===== config.mk =====
export PLATFORM = sky130hd
export DESIGN_NAME = pwm_capture
export DESIGN_NICKNAME = d
export VERILOG_FILES = /design/src/rtl/pwm_pkg.sv /design/src/rtl/pwm_edge_sync.sv /design/src/rtl/pwm_capture.sv
export SDC_FILE = /design/constraint.sdc
export NUM_CORES = 1
export LEC_CHECK = 0
export CAP_MARGIN = 20
export CORE_UTILIZATION = 45
export DETAILED_ROUTE_END_ITERATION = 7
export GPL_TIMING_DRIVEN = 0
export HOLD_SLACK_MARGIN = 0.08
export PLACE_DENSITY = 0.74
export SLEW_MARGIN = 0
export SYNTH_ARGS = -nofsm -noshare
export SYNTH_HDL_FRONTEND = slang
export SYNTH_SLANG_ARGS = --single-unit

===== constraint.sdc =====
create_clock -name CLK -period 5.9 [get_ports CLK]
set_input_delay 1.18 -clock CLK [delete_from_list [all_inputs] [get_ports CLK]]
set_output_delay 1.18 -clock CLK [all_outputs]
set_load 0.02 [all_outputs]

===== src/rtl/pwm_pkg.sv =====
// Shared definitions for the PWM capture block: widths and FSM state encoding.
package pwm_pkg;

  localparam int CNT_W_DEF = 16;
  localparam int LEVEL_W   = 3;

  typedef enum logic [1:0] {
    IDLE    = 2'd0,
    MEASURE = 2'd1,
    STUCK   = 2'd2
  } state_t;

endpackage


===== src/rtl/pwm_edge_sync.sv =====
// Two-flop synchronizer plus registered edge detector. q is the synchronized
// level delayed so that it lines up with the rise/fall pulses.
module pwm_edge_sync (
  input  logic CLK,
  input  logic Reset,
  input  logic d,
  output logic q,
  output logic rise,
  output logic fall
);

  logic sync_1;
  logic sync_2;

  // Synchronize the asynchronous line and register edge pulses against the delayed level.
  always_ff @(posedge CLK or negedge Reset) begin
    if (!Reset) begin
      sync_1 <= 1'b0;
      sync_2 <= 1'b0;
      q      <= 1'b0;
      rise   <= 1'b0;
      fall   <= 1'b0;
    end else begin
      sync_1 <= d;
      sync_2 <= sync_1;
      q      <= sync_2;
      rise   <= sync_2 & ~q;
      fall   <= ~sync_2 & q;
    end
  end

endmodule


===== src/rtl/pwm_capture.sv =====
// PWM capture: measures period and high time between rising edges of an
// asynchronous PWM line, decodes an 8-level duty value and flags a stuck line.
//
//   state   | meaning
//   IDLE    | after reset, waiting for the first rising edge to start a period
//   MEASURE | counting period/high time; each rising edge publishes a result
//   STUCK   | no rising edge for TIMEOUT cycles; counters frozen until next edge
module pwm_capture
  import pwm_pkg::*;
#(
  parameter int CNT_W   = CNT_W_DEF,
  parameter int TIMEOUT = 65535
) (
  input  logic               CLK,
  input  logic               Reset,
  input  logic               PWM_in,
  output logic [LEVEL_W-1:0] Level,
  output logic [CNT_W-1:0]   Period,
  output logic [CNT_W-1:0]   High,
  output logic               Valid,
  output logic               Stuck
);

  localparam int             XW        = CNT_W + 3;
  localparam logic [CNT_W-1:0] TIMEOUT_C = CNT_W'(TIMEOUT);

  logic               q_sync;
  logic               rise_det;
  logic               fall_det_unused;

  state_t             state, state_nxt;
  logic [CNT_W-1:0]   per_cnt, per_nxt;
  logic [CNT_W-1:0]   hi_cnt, hi_nxt;
  logic [LEVEL_W-1:0] level_nxt, lvl;
  logic [CNT_W-1:0]   period_nxt, high_nxt;
  logic               valid_nxt, stuck_nxt;
  logic [XW-1:0]      hi_x8, per_x;

  // The falling edge is not needed here: high time is accumulated from the level.
  pwm_edge_sync u_sync (
    .CLK   (CLK),
    .Reset (Reset),
    .d     (PWM_in),
    .q     (q_sync),
    .rise  (rise_det),
    .fall  (fall_det_unused)
  );

  // Duty decode: count how many thresholds k*Period the scaled high time reaches.
  always_comb begin
    hi_x8 = {hi_cnt, 3'b000};
    per_x = {3'b000, per_cnt};
    lvl   = '0;
    for (int k = 1; k < (1 << LEVEL_W); k++) begin
      if (hi_x8 >= per_x * XW'(k)) lvl = LEVEL_W'(k);
    end
  end

  // Next-state, counter and output-register values.
  always_comb begin
    state_nxt  = state;
    per_nxt    = per_cnt;
    hi_nxt     = hi_cnt;
    level_nxt  = Level;
    period_nxt = Period;
    high_nxt   = High;
    valid_nxt  = 1'b0;
    stuck_nxt  = Stuck;
    unique case (state)
      IDLE: begin
        if (rise_det) begin
          per_nxt   = CNT_W'(1);
          hi_nxt    = CNT_W'(1);
          state_nxt = MEASURE;
        end
      end
      MEASURE: begin
        // A rising edge takes priority over an expiring timeout in the same cycle.
        if (rise_det) begin
          period_nxt = per_cnt;
          high_nxt   = hi_cnt;
          level_nxt  = lvl;
          valid_nxt  = 1'b1;
          per_nxt    = CNT_W'(1);
          hi_nxt     = CNT_W'(1);
        end else if (per_cnt >= TIMEOUT_C) begin
          state_nxt = STUCK;
          stuck_nxt = 1'b1;
          level_nxt = {LEVEL_W{q_sync}};
          valid_nxt = 1'b1;
        end else begin
          per_nxt = per_cnt + CNT_W'(1);
          hi_nxt  = hi_cnt + CNT_W'(q_sync);
        end
      end
      STUCK: begin
        if (rise_det) begin
          stuck_nxt = 1'b0;
          per_nxt   = CNT_W'(1);
          hi_nxt    = CNT_W'(1);
          state_nxt = MEASURE;
        end
      end
      default: state_nxt = IDLE;
    endcase
  end

  // State, counters and all outputs are registered.
  always_ff @(posedge CLK or negedge Reset) begin
    if (!Reset) begin
      state   <= IDLE;
      per_cnt <= '0;
      hi_cnt  <= '0;
      Level   <= '0;
      Period  <= '0;
      High    <= '0;
      Valid   <= 1'b0;
      Stuck   <= 1'b0;
    end else begin
      state   <= state_nxt;
      per_cnt <= per_nxt;
      hi_cnt  <= hi_nxt;
      Level   <= level_nxt;
      Period  <= period_nxt;
      High    <= high_nxt;
      Valid   <= valid_nxt;
      Stuck   <= stuck_nxt;
    end
  end

endmodule


### Word level (Yosys, flattened, before mapping)

Index checks and enable logic that the tools add are counted.

* word-level logic and storage cells: 72
* input port bits: 3
* bits in registers: 75
* output and inout port bits: 37

* multiply operators: 4
* bitwise operators: 2
* muxes and demuxes: 27
* equal/unequal tests: 7
* reductions and logical operators: 10
* $add $sub $neg: 2
* order comparisons: 8

Operator list (count)
* 16-bit two-way mux: 5
* 16-bit one-hot mux with 2 select lines: 2
* 19-bit greater-or-equal comparator: 3
* 19-bit by 18-bit greater-or-equal comparator with 1-bit output: 2
* 16-bit by 3-bit multiplier with 19-bit output (second input constant): 2
* 16-bit by 2-bit multiplier with 18-bit output (second input constant): 2
* 3-bit two-way mux: 7
* 19-bit by 16-bit greater-or-equal comparator with 1-bit output: 1
* 19-bit by 17-bit greater-or-equal comparator with 1-bit output: 1
* 16-bit by 1-bit adder with 16-bit output: 1
* 16-bit by 1-bit adder with 16-bit output (second input constant): 1
* 16-bit greater-or-equal comparator (second input constant): 1
* 2-bit two-way mux: 4
* 1-bit two-way mux: 7
* 3-bit AND reduction: 2
* 2-bit nonzero test: 3
* 2-bit by 1-bit != test with 1-bit output (second input constant): 2
* 2-bit != test (second input constant): 2
* 2-bit one-hot mux with 2 select lines: 1
* 2-bit AND reduction: 2
* 4-bit AND reduction: 1
* 3-bit by 2-bit != test with 1-bit output (second input constant): 1
* 2-bit by 1-bit == test with 1-bit output (second input constant): 1
* 2-bit == test (second input constant): 1
* 5 further kinds: 5

### Depth between registers and ports, before layout

Gate-level depths: netlist of the first run.

* word-level depth: 9
* mapped depth: 23
* depth with buffers taken out: 23

### Cells and area by module

Synthesis of the first run repeated with hierarchy kept, for this count alone.

* cell total of the unflattened synthesis: 904
* area total of the unflattened synthesis: 8105.3 um^2

By module, submodules not included
* pwm_capture: cells each 897, instances 1, area each 7965.1 um^2, sequential area each 1776.7 um^2
* pwm_edge_sync: cells each 7, instances 1, area each 140.1 um^2, sequential area each 125.1 um^2

### Worst setup path before layout of the first run

OpenSTA, ideal clock, no wires.

* kind: flip-flop to flip-flop
* start point: register per_cnt[2]
* end point: register Level[1]
* path buffers: 0
* required time: 5.768 ns
* setup slack: 1.076 ns
* stages on the path, launching flop included: 21
* arrival time: 4.691 ns
* clock period less this slack: 4.824 ns
* setup time: 0.132 ns
* cells stage by stage: dfrtp_1 > fa_1 > ha_1 > a21o_1 > a21oi_1 > o21a_1 > o21ai_1 > a211o_1 > o211a_1 > a211o_1 > a21oi_1 > xor2_1 > ha_1 > a21o_1 > a21oi_1 > and3_1 > nand2_1 > o21a_1 > or2_2 > a2111oi_1 > o21ai_1

* word-level cells in the longest chain between the ends: 8
* elaborated cells on any way between the ends: 20
* those cells by class: 4 x mul; 7 x order compare; 7 x mux; 2 x reduce/logical

Ends and longest elaborated chain
* start: declaration: RTL line pwm_capture.sv:32 `logic [CNT_W-1:0] per_cnt, per_nxt;`
* start signal: assignment: RTL line pwm_capture.sv:121 `per_cnt <= per_nxt;`
* 16-bit by 2-bit multiplier with 18-bit output / 19-bit by 17-bit greater-or-equal comparator with 1-bit output (equally long branches): RTL line pwm_capture.sv:55 `if (hi_x8 >= per_x * XW'(k)) lvl = LEVEL_W'(k);`
* 19-bit by 18-bit greater-or-equal comparator with 1-bit output / 2-bit two-way mux (equally long branches): RTL line pwm_capture.sv:55
* 3-bit two-way mux (5 in series): RTL line pwm_capture.sv:55
* 3-bit two-way mux: RTL line pwm_capture.sv:79 `if (rise_det) begin`
* end signal: assignment: RTL line pwm_capture.sv:123 `Level <= level_nxt;`
* end: declaration: RTL line pwm_capture.sv:17 `output logic [LEVEL_W-1:0] Level,`

Parallel ways exist; a longest one is shown, timed or not.
A chain may end at the register's enable or synchronous reset.

### Worst setup path after layout of the first run

Ends and elaborated chain as after synthesis.

==> impl_metrics.toml, run 1 <==
[run_status]
run_status = "finished, final reports clean"

[die]
starting_density_of_the_core_pct = 46.0
rows = 48
die_w_um = 135
io-pin-count = 40
core_mm2 = 0.0173
die_footprint_mm2 = 0.0182
die-height_um = 135

[place]
gp_routability_congestion = 0.861
io_buffer_count = 39
hpwl_um = 15800

[cells_and_area]
flow.area_growth_from_synthesis_pct = 12.5
design.final.nets = 1132
n_fill_cell = 1611
n_antenna_cell = 0
post_route_cells_drive_above_1_share_pct = 5.79

[global_route]
global_route.overflow_total = 0
globalRoute.busiestLayer = "met2"
grt_pass1_vias = 6748
initial_antenna_violation_count = 0
grt_usage_pct = 22.9
groute.layer.met1.usage_pct = 30.5
grt_max_degree = 61
groute.layer.met3.usage_pct = 2.52
grt_pass1_wl_um = 33000
met2_usage_pct = 38.6

[sta]
tightestPinTransition_ns = 0.866
max_clock_freq_mhz = 183
grt_setup_unrepaired = "false"
fin_tns_setup_ns = 0
final-hold-violation-count = 0
timing.slew.headroom_pct = 40.8
final_min_period_over_clock_period_pct = 92.5
timing_max_transition_violations_final = 0
clock_tree_skew_after_final_layout_ns = 0.00725
finalSetupViolCount = 0
timing.hold.ws_ns = 0.349
finalWorstPathRequiredPeriod_ns = 5.46

[clock_network]
cts_root_buf = "clkbuf_16"
cts.repair_timing.setup_buffer_count = 0
hold_buffers = 0
cts_repair_resize_count = 0
clock_tree_from_tritoncts = "built"
cts.htree.levels = 3
clk_latency_ns = 0.34
clock_sinks = 75
clkTransAtPathRegs_ns = 0.06
numCtsBuffers = 9
ctsLongestPathBuffers = 2

[setup_path]
critical-path-slowest-cell = "dfrtp_1"
dominant_cell_type_by_count_on_the_critical_path = "a21oi_1"
timing.critical_path.max_delay_family = "compound AO/OA/AOI/OAI gates"
worst_path_largest_cell_delay_ns = 0.65
cp_data_arrival_time_ns = 5.66
worst_setup_path_start_kind = "register"
timing.setup.critical_path_class = "reg2reg"
end_kind = "register"
worst-path-max-fanout = 12
worst-endpoint-required_ns = 6.10
critical_path_buf_inv_count = 0
critical_path.cell_chain = "fa_1 -> ha_1 -> a21o_1 -> a21oi_1 -> o21a_1 -> o21ai_1 -> a211o_1 -> o211a_1 -> a211o_1 -> a21oi_1 -> xor2_1 -> ha_1 -> a21o_1 -> a21oi_1 -> and3_1 -> nand2_1 -> o21a_1 -> or2_2 -> a2111oi_1 -> o21ai_1"

[logic_synthesis]
most_common_flop_cell_mapped_by_yosys = "dfrtp_1"
synth_top_area_cell = "ha_1"
yosys_register_bits = 75
syn-cell-area_mm2 = 0.00795
ys_warn_count = 0
synth_fp_nets = 1081
synthArstFlopShare_pct = 100
post_synth_num_cell_types = 66
post-synth-top-count-cell = "ha_1"
number_of_flops_mapped_to_enable_cells_by_yosys = 0
ys_top_cells_by_count = "166 x ha_1, 85 x o21ai_0, 76 x nand2_1, 75 x dfrtp_1, 69 x a21oi_1"
syn_area_per_cell_um2 = 8.89
sequential_to_total_area_share_from_yosys_stat_pct = 23.6
synthTopCellsByArea = "ha_1 26%, dfrtp_1 24%, o21ai_0 5.4%"
netlist_instances = 894
synth_top_area_share_pct = 26.1

[power_and_ir_drop]
ir_drop_mv = 0.167
leakage_nw = 4.43
power_density_mw_per_mm2 = 295
p_total_mw = 2.64

[route]
route.final.wire_length_um = 19600
antenna_violating_nets_post_route = 0
post-route-drc-count = 0
dr_total_vias = 6896
route.detailed.wl_per_inst_um = 16.7
via_per_instance_ratio = 5.87
drt_first_iter_violations = 475
drtPass1Iterations = 5

[job]
drv_cap = 0

[min_path]
holdCritPathClass = "reg2reg"
[where the power goes]
part	internal, mW	switching, mW	total, mW
combinational	0.630	0.791	1.42
clock	0.326	0.220	0.545
sequential	0.568	0.107	0.674
[metrics by stage]
step	setup slack, ns	instances	cell area (um^2)	util [%]
floorplan	1.08	894	7950	-
global placement	0.561	1158	8620	49.9
detailed placement	0.504	1159	8650	50.0
CTS	0.474	1175	8940	51.7
global route	0.106	1175	8940	51.7
finish	0.442	1175	8940	51.7
[state kept, by name, summed over array words and instances (netlist names)]
register	count
High	16
Period	16
hi_cnt	16
per_cnt	16
Level	3
state	2
Stuck	1
Valid	1
u_sync.q	1
u_sync.rise	1
u_sync.sync_1	1
u_sync.sync_2	1
[cells by family (layout without fill, tap and decap cells)]
| kind of cell | Yosys count | after routing | synth area share (%) |
|---|---|---|---|
| XOR/XNOR | 39 | 39 | 4.30 |
| AND/OR/NAND/NOR | 244 | 244 | 15.3 |
| flip-flops | 75 | 75 | 23.6 |
| buffers and inverters | 60 | 116 | 2.90 |
| AO/OA/AOI/OAI | 275 | 275 | 20.9 |
| adder cells (fa/ha/maj) | 185 | 185 | 30.8 |
| multiplexers | 16 | 16 | 2.25 |
[final cells by class]
cell class                 count  area [um^2]  area share, %
inverter                      42          158           1.76
clock buffer                   9          225           2.52
multi-input combinational    759         5840           65.4
buffer                        18         72.6          0.812
clock inverter                 7         68.8          0.770
sequential                    75         1880           21.0
timing repair buffer          40          415           4.65
tap                          225          282           3.15
[routing by layer]
layer | up-vias | share of wire (%)
met5 | - | 0
met4 | 0 | 2.7
met3 | 33 | 4.3
met2 | 167 | 46
met1 | 3288 | 47
li1 | 3408 | -
[worst reg2reg max path, delay by kind of cell, from the launching register on]
kind	cells	cell delay, ns
AOI/OAI and AO/OA	13	2.85
adders and majority gates	3	1.09
DFF	1	0.65
and+or+nand+nor	3	0.58
xor gates and xnor gates	1	0.17
[placed cells by master (no fill, tap or decap), types with 10 or more instances in the layout]
cell and n:
nor2_1 43, nand4_1 13, o21ai_1 29, inv_1 41, a21oi_1 69, dfrtp_1 75, clkbuf_1 14, a21o_1 25
fa_1 18, nand2_1 76, and3_1 26, nand3_1 20, nor2b_1 14, xnor2_1 21, nand2b_1 14, nor3_1 10
o21ai_0 85, mux2_2 15, clkdlybuf4s50_1 38, xor2_1 18, ha_1 166
[path summary, 6_finish.rpt]
kind,from,to,slack [ns],cells past startpoint
max in group asynchronous,Reset,per_cnt[13],4.63,2
min,u_sync.sync_1,u_sync.sync_2,0.35,0
max reg2reg,per_cnt[2],Level[1],0.44,20
min in group asynchronous,Reset,Period[5],0.70,1
max,per_cnt[2],Level[1],0.44,20
min reg2reg,u_sync.sync_1,u_sync.sync_2,0.35,0
Note: power is estimated with default switching activity, not from simulation.
==> inputs of run 2 (changes only) <==
SYNTH_HIERARCHICAL = 1   (was unset)
==> run 2 against run 1 <==
Power decreased by 3.0%; sequential cell count unchanged; hold slack improved by 0.0063 ns; setup slack improved by 0.092 ns; routed wire length increased by 4.0%; sequential share of layout area decreased by 0.26 points; sequential power about the same; maximum frequency increased by 1.7%; critical path depth unchanged; synthesized cell count increased by 0.89%; global-route usage increased by 0.25 points; largest cell class unchanged; largest power group unchanged.
==> impl_metrics.toml, run 2 <==
[power_and_ir_drop]
cell_internal_pwr_mw = 1.52
leakage_nw = 4.39
seq_power_share_pct = 26.4
proportion_of_power_drawn_by_the_clock_network_pct = 21.4
power_density_mw_per_mm2 = 283
relative_contribution_of_combinational_cells_to_total_power_pct = 52.2
ir_drop_mv = 0.184
power.switching_mw = 1.04
p_sw_share_pct = 40.7

[route]
antenna_violating_nets_post_route = 0
drtPass1Iterations = 5
dr_total_vias = 6909
route.final.wire_length_um = 20400
drt_first_iter_violations = 512
route.detailed.wl_per_inst_um = 17.2
post-route-drc-count = 0
via_per_instance_ratio = 5.84

[sta]
final-hold-violation-count = 0
clock_tree_skew_after_final_layout_ns = 0.00625
timing_max_transition_violations_final = 0
finalWorstPathRequiredPeriod_ns = 5.37
fin_tns_setup_ns = 0
max_clock_freq_mhz = 186
finalSetupViolCount = 0
tightestPinTransition_ns = 0.874
timing.slew.headroom_pct = 40.3
timing.hold.ws_ns = 0.355
grt_setup_unrepaired = "false"
final_min_period_over_clock_period_pct = 90.9

[global_route]
initial_antenna_violation_count = 0
global_route.overflow_total = 0
met2_usage_pct = 37.9
grt_max_degree = 43
globalRoute.busiestLayer = "met2"
groute.layer.met3.usage_pct = 3.69
groute.layer.met1.usage_pct = 31.4
grt_usage_pct = 23.2
grt_pass1_wl_um = 33500
grt_pass1_vias = 6639

[die]
core_mm2 = 0.0174
die-height_um = 136
rows = 48
starting_density_of_the_core_pct = 46.3
die_footprint_mm2 = 0.0185
io-pin-count = 40
die_w_um = 136

[clock_network]
clk_latency_ns = 0.34
numCtsBuffers = 9
cts_repair_resize_count = 0
hold_buffers = 0
clock_tree_from_tritoncts = "built"
cts_root_buf = "clkbuf_16"
ctsLongestPathBuffers = 2
clock_sinks = 75
cts.htree.levels = 3
cts.repair_timing.setup_buffer_count = 0
clkTransAtPathRegs_ns = 0.06

[job]
drv_cap = 0

[place]
io_buffer_count = 39
hpwl_um = 15700
gp_routability_congestion = 0.840

[logic_synthesis]
syn_area_per_cell_um2 = 8.95
syn-cell-area_mm2 = 0.00807
synth_fp_nets = 1089
ys_warn_count = 6
netlist_instances = 902

[setup_path]
timing.setup.critical_path_class = "reg2reg"
end_kind = "register"
worst_path_largest_cell_delay_ns = 0.66
worst_setup_path_start_kind = "register"
critical-path-slowest-cell = "or4b_2"
worst-endpoint-required_ns = 6.12
cp_data_arrival_time_ns = 5.59
dominant_cell_type_by_count_on_the_critical_path = "a21oi_1"
worst-path-max-fanout = 12
setup.reg_to_reg.worst_slack_ns = 0.53
critical_path.cell_chain = "fa_1 -> ha_1 -> inv_1 -> fa_1 -> nor2b_1 -> o21ai_0 -> a21oi_1 -> o211ai_1 -> a31oi_1 -> a21o_1 -> a21oi_1 -> o21a_1 -> ha_1 -> or4b_2 -> a221oi_1 -> o21ai_0 -> nor3_1 -> a21oi_1 -> nand4b_1 -> a22o_1"

[cells_and_area]
layout.cells.most_common_list = "166 x ha_1, 99 x o21ai_0, 76 x nand2_1, 75 x dfrtp_1, 60 x a21oi_1"
post_route_cells_drive_above_1_share_pct = 5.64
n_fill_cell = 1654
regArea_mm2 = 0.00188
most_common_cell_after_layout_fill_and_taps_aside = "ha_1"
design.final.nets = 1140
n_antenna_cell = 0
flow.area_growth_from_synthesis_pct = 12.2
multi_input_area_mm2 = 0.00592

[min_path]
holdCritPathClass = "reg2reg"

[run_status]
run_status = "finished, final reports clean"
==> run 2: power by group through the flow <==
| stage | Sequential [mW] | Clock, mW | Combinational [mW] |
|---|---|---|---|
| floorplan | 0.690 | 0 | 0.927 |
| global placement | 0.687 | 0 | 1.29 |
| detailed placement | 0.686 | 0 | 1.32 |
| CTS | 0.678 | 0.551 | 1.33 |
| global route | 0.691 | 0.580 | 1.51 |
| finish | 0.677 | 0.548 | 1.34 |
==> run 2: final cells by class <==
cell class              instances  share of cell area [%]
multi-input cells             758                    65.4
flip-flops and latches         75                    20.7
repair buffers                 40                    4.50
well taps                     225                    3.11
clock buffers                  11                    2.68
inverters                      47                    1.95
plain buffers                  22                    1.08
clock inverters                 5                   0.580
==> run 2: per-layer routing <==
layer	wire length, um	vias to the layer above
li1	-	3462
met1	9830	3251
met2	9200	159
met3	829	37
met4	489	0
met5	0	-
==> run 2: worst paths after layout <==
kind | startpoint | endpoint | cells after the start
min | u_sync/sync_1 | u_sync/sync_2 | 0
max reg2reg | per_cnt[2] | Level[2] | 20
max | per_cnt[2] | Level[2] | 20
max in group asynchronous | Reset | Period[6] | 2
min in group asynchronous | Reset | High[12] | 1
min reg2reg | u_sync/sync_1 | u_sync/sync_2 | 0
==> run 2: worst max-delay path: cells and delay by family (launching register included) <==
family | cells | cell delay, ns
adder cells (fa/ha/maj) | 4 | 1.33
buffers and inverters | 1 | 0.06
flip-flops | 1 | 0.56
AND/OR/NAND/NOR | 4 | 1.20
AO/OA/AOI/OAI | 11 | 2.09
==> run 2: through the flow <==
step / power (mW) / util [%] / instances / cell area [um^2] / setup WS (ns)
floorplan: 1.62 / - / 902 / 8070 / 1.28
global placement: 1.97 / 50.2 / 1166 / 8740 / 0.714
detailed placement: 2.01 / 50.3 / 1167 / 8760 / 0.637
CTS: 2.56 / 52.0 / 1183 / 9060 / 0.566
global route: 2.78 / 52.0 / 1183 / 9060 / 0.169
finish: 2.56 / 52.0 / 1183 / 9060 / 0.534
==> inputs of run 3 (changes only) <==
CORE_MARGIN = 8   (was unset)
==> run 3 against run 2 <==
Clock power fell by 6.2%; critical path type unchanged; critical endpoint unchanged; die area grew 22%; via count up 1.1%; register-to-register slack gained 0.09 ns; cell area down 0.18%.
==> impl_metrics.toml, run 3 (synthesized netlist as in run 2, its figures left out) <==
[run_status]
run_status = "finished, final reports clean"

[place]
hpwl_um = 16000
gp_routability_congestion = 0.831
dpl-instance-area_mm2 = 0.00877
io_buffer_count = 39

[sta]
timing_max_transition_violations_final = 0
finalWorstPathRequiredPeriod_ns = 5.27
max_clock_freq_mhz = 190
tightestPinTransition_ns = 0.800
clock_tree_skew_after_final_layout_ns = 0.00474
finalSetupViolCount = 0
grt_setup_unrepaired = "false"
timing.slew.headroom_pct = 45.3
fin_tns_setup_ns = 0
final_min_period_over_clock_period_pct = 89.4
final-hold-violation-count = 0

[min_path]
min_path_cells = 0
holdCritPathClass = "reg2reg"

[route]
antenna_violating_nets_post_route = 0
post-route-drc-count = 0
drt_first_iter_violations = 459
route.final.wire_length_um = 20500
drtPass1Iterations = 5
route.detailed.wl_per_inst_um = 17.3
via_per_instance_ratio = 5.88
dr_total_vias = 6983

[clock_network]
cts_root_buf = "clkbuf_16"
hold_buffers = 0
clkTransAtPathRegs_ns = 0.06
clk_latency_ns = 0.34
ctsLongestPathBuffers = 2
numCtsBuffers = 9
cts_repair_resize_count = 0
cts.htree.levels = 3
cts.repair_timing.setup_buffer_count = 0
clock_sinks = 75
clock_tree_from_tritoncts = "built"

[setup_path]
critical-path-slowest-cell = "or4b_2"
worst-endpoint-required_ns = 6.12
timing.setup.critical_path_class = "reg2reg"
critical_path.cell_chain = "fa_1 -> ha_1 -> inv_1 -> fa_1 -> nor2b_1 -> o21ai_0 -> a21oi_1 -> o211ai_1 -> a31oi_1 -> a21o_1 -> a21oi_1 -> o21a_1 -> ha_1 -> or4b_2 -> a221oi_1 -> o21ai_0 -> nor3_1 -> a21oi_1 -> nand4b_1 -> a22o_1"
worst-path-max-fanout = 12
dominant_cell_type_by_count_on_the_critical_path = "a21oi_1"
critical_path_buf_inv_count = 1
timing.critical_path.max_delay_family = "compound AO/OA/AOI/OAI gates"
r2r.worst_path.cells = 20
critical_path_cell_count = 20
setup.reg_to_reg.worst_slack_ns = 0.63
worst_setup_path_start_kind = "register"
worst_path_largest_cell_delay_ns = 0.66
end_kind = "register"
cp_data_arrival_time_ns = 5.50

[cells_and_area]
n_antenna_cell = 0
most_common_cell_after_layout_fill_and_taps_aside = "ha_1"
design.final.nets = 1140
finalInstanceArea_mm2 = 0.00904
post_route_cells_drive_above_1_share_pct = 5.43
layout.cells.most_common_list = "166 x ha_1, 99 x o21ai_0, 76 x nand2_1, 75 x dfrtp_1, 60 x a21oi_1"
flow.area_growth_from_synthesis_pct = 12.0

[global_route]
grt_pass1_vias = 6809
initial_antenna_violation_count = 0
grt_usage_pct = 18.7
grt_max_degree = 40
grt_pass1_wl_um = 34200
global_route.overflow_total = 0

[job]
drv_cap = 0

[power_and_ir_drop]
leakage_nw = 4.38
ir_drop_mv = 0.196
power_density_mw_per_mm2 = 280

[die]
io-pin-count = 40
core_mm2 = 0.0178
die-height_um = 150
die_footprint_mm2 = 0.0225
die_w_um = 150
rows = 49
starting_density_of_the_core_pct = 45.4
==> run 3: cell count changes in the layout (fill, tap and decap cells not counted), sizes merged <==
cell	change
clkbuf	+3
bufinv	-1
clkinv	-1
clkinvlp	-1
==> run 3: worst paths after layout <==
| path | from | to |
|---|---|---|
| worst max-delay path | per_cnt[2] | Level[2] |
| worst min-delay path | u_sync/sync_1 | u_sync/sync_2 |
| worst max register to register | per_cnt[2] | Level[2] |
| worst min register to register | u_sync/sync_1 | u_sync/sync_2 |
| max in group asynchronous | Reset | Period[5] |
| min in group asynchronous | Reset | High[12] |
==> run 3: where the power goes <==
group / switching, mW / total [mW] / internal, mW
logic: 0.725 / 1.34 / 0.613
clock network: 0.208 / 0.514 / 0.307
registers: 0.109 / 0.677 / 0.568
==> run 3: layer usage <==
metal	wire [um]	global-route usage, %	vias up
li1	-	-	3455
met1	9510	24.7	3296
met2	9380	30.3	203
met3	1220	3.93	29
met4	380	5.30	0
met5	0	0	-
==> run 3: stage by stage <==
stage	cells	power [mW]	hold slack (ns)	utilization [%]	setup WS, ns
floorplan	902	1.62	0.331	-	1.28
global placement	1170	1.97	0.349	49.2	0.696
detailed placement	1171	2.01	0.343	49.3	0.685
CTS	1187	2.53	0.365	50.8	0.657
global route	1187	2.75	0.369	50.8	0.244
finish	1187	2.53	0.362	50.8	0.626
==> run 3: worst register-to-register path, stage by stage (launching register included) <==
cell and delay [ns]:
dfrtp_1 0.56, fa_1 0.57, ha_1 0.16, inv_1 0.06, fa_1 0.40, nor2b_1 0.11
o21ai_0 0.11, a21oi_1 0.30, o211ai_1 0.19, a31oi_1 0.26, a21o_1 0.16, a21oi_1 0.09
o21a_1 0.20, ha_1 0.19, or4b_2 0.66, a221oi_1 0.22, o21ai_0 0.17, nor3_1 0.16
a21oi_1 0.18, nand4b_1 0.21, a22o_1 0.19
==> run 3: area by class of cell <==
| type | instances | area [um^2] |
|---|---|---|
| Inverter | 47 | 176 |
| Timing Repair Buffer | 40 | 408 |
| Clock inverter | 2 | 10.0 |
| Clock buffer | 14 | 264 |
| Buffer | 22 | 97.6 |
| Tap cell | 229 | 287 |
| Sequential cell | 75 | 1880 |
| Multi-Input combinational cell | 758 | 5920 |
| Fill cell | 1666 | 8740 |
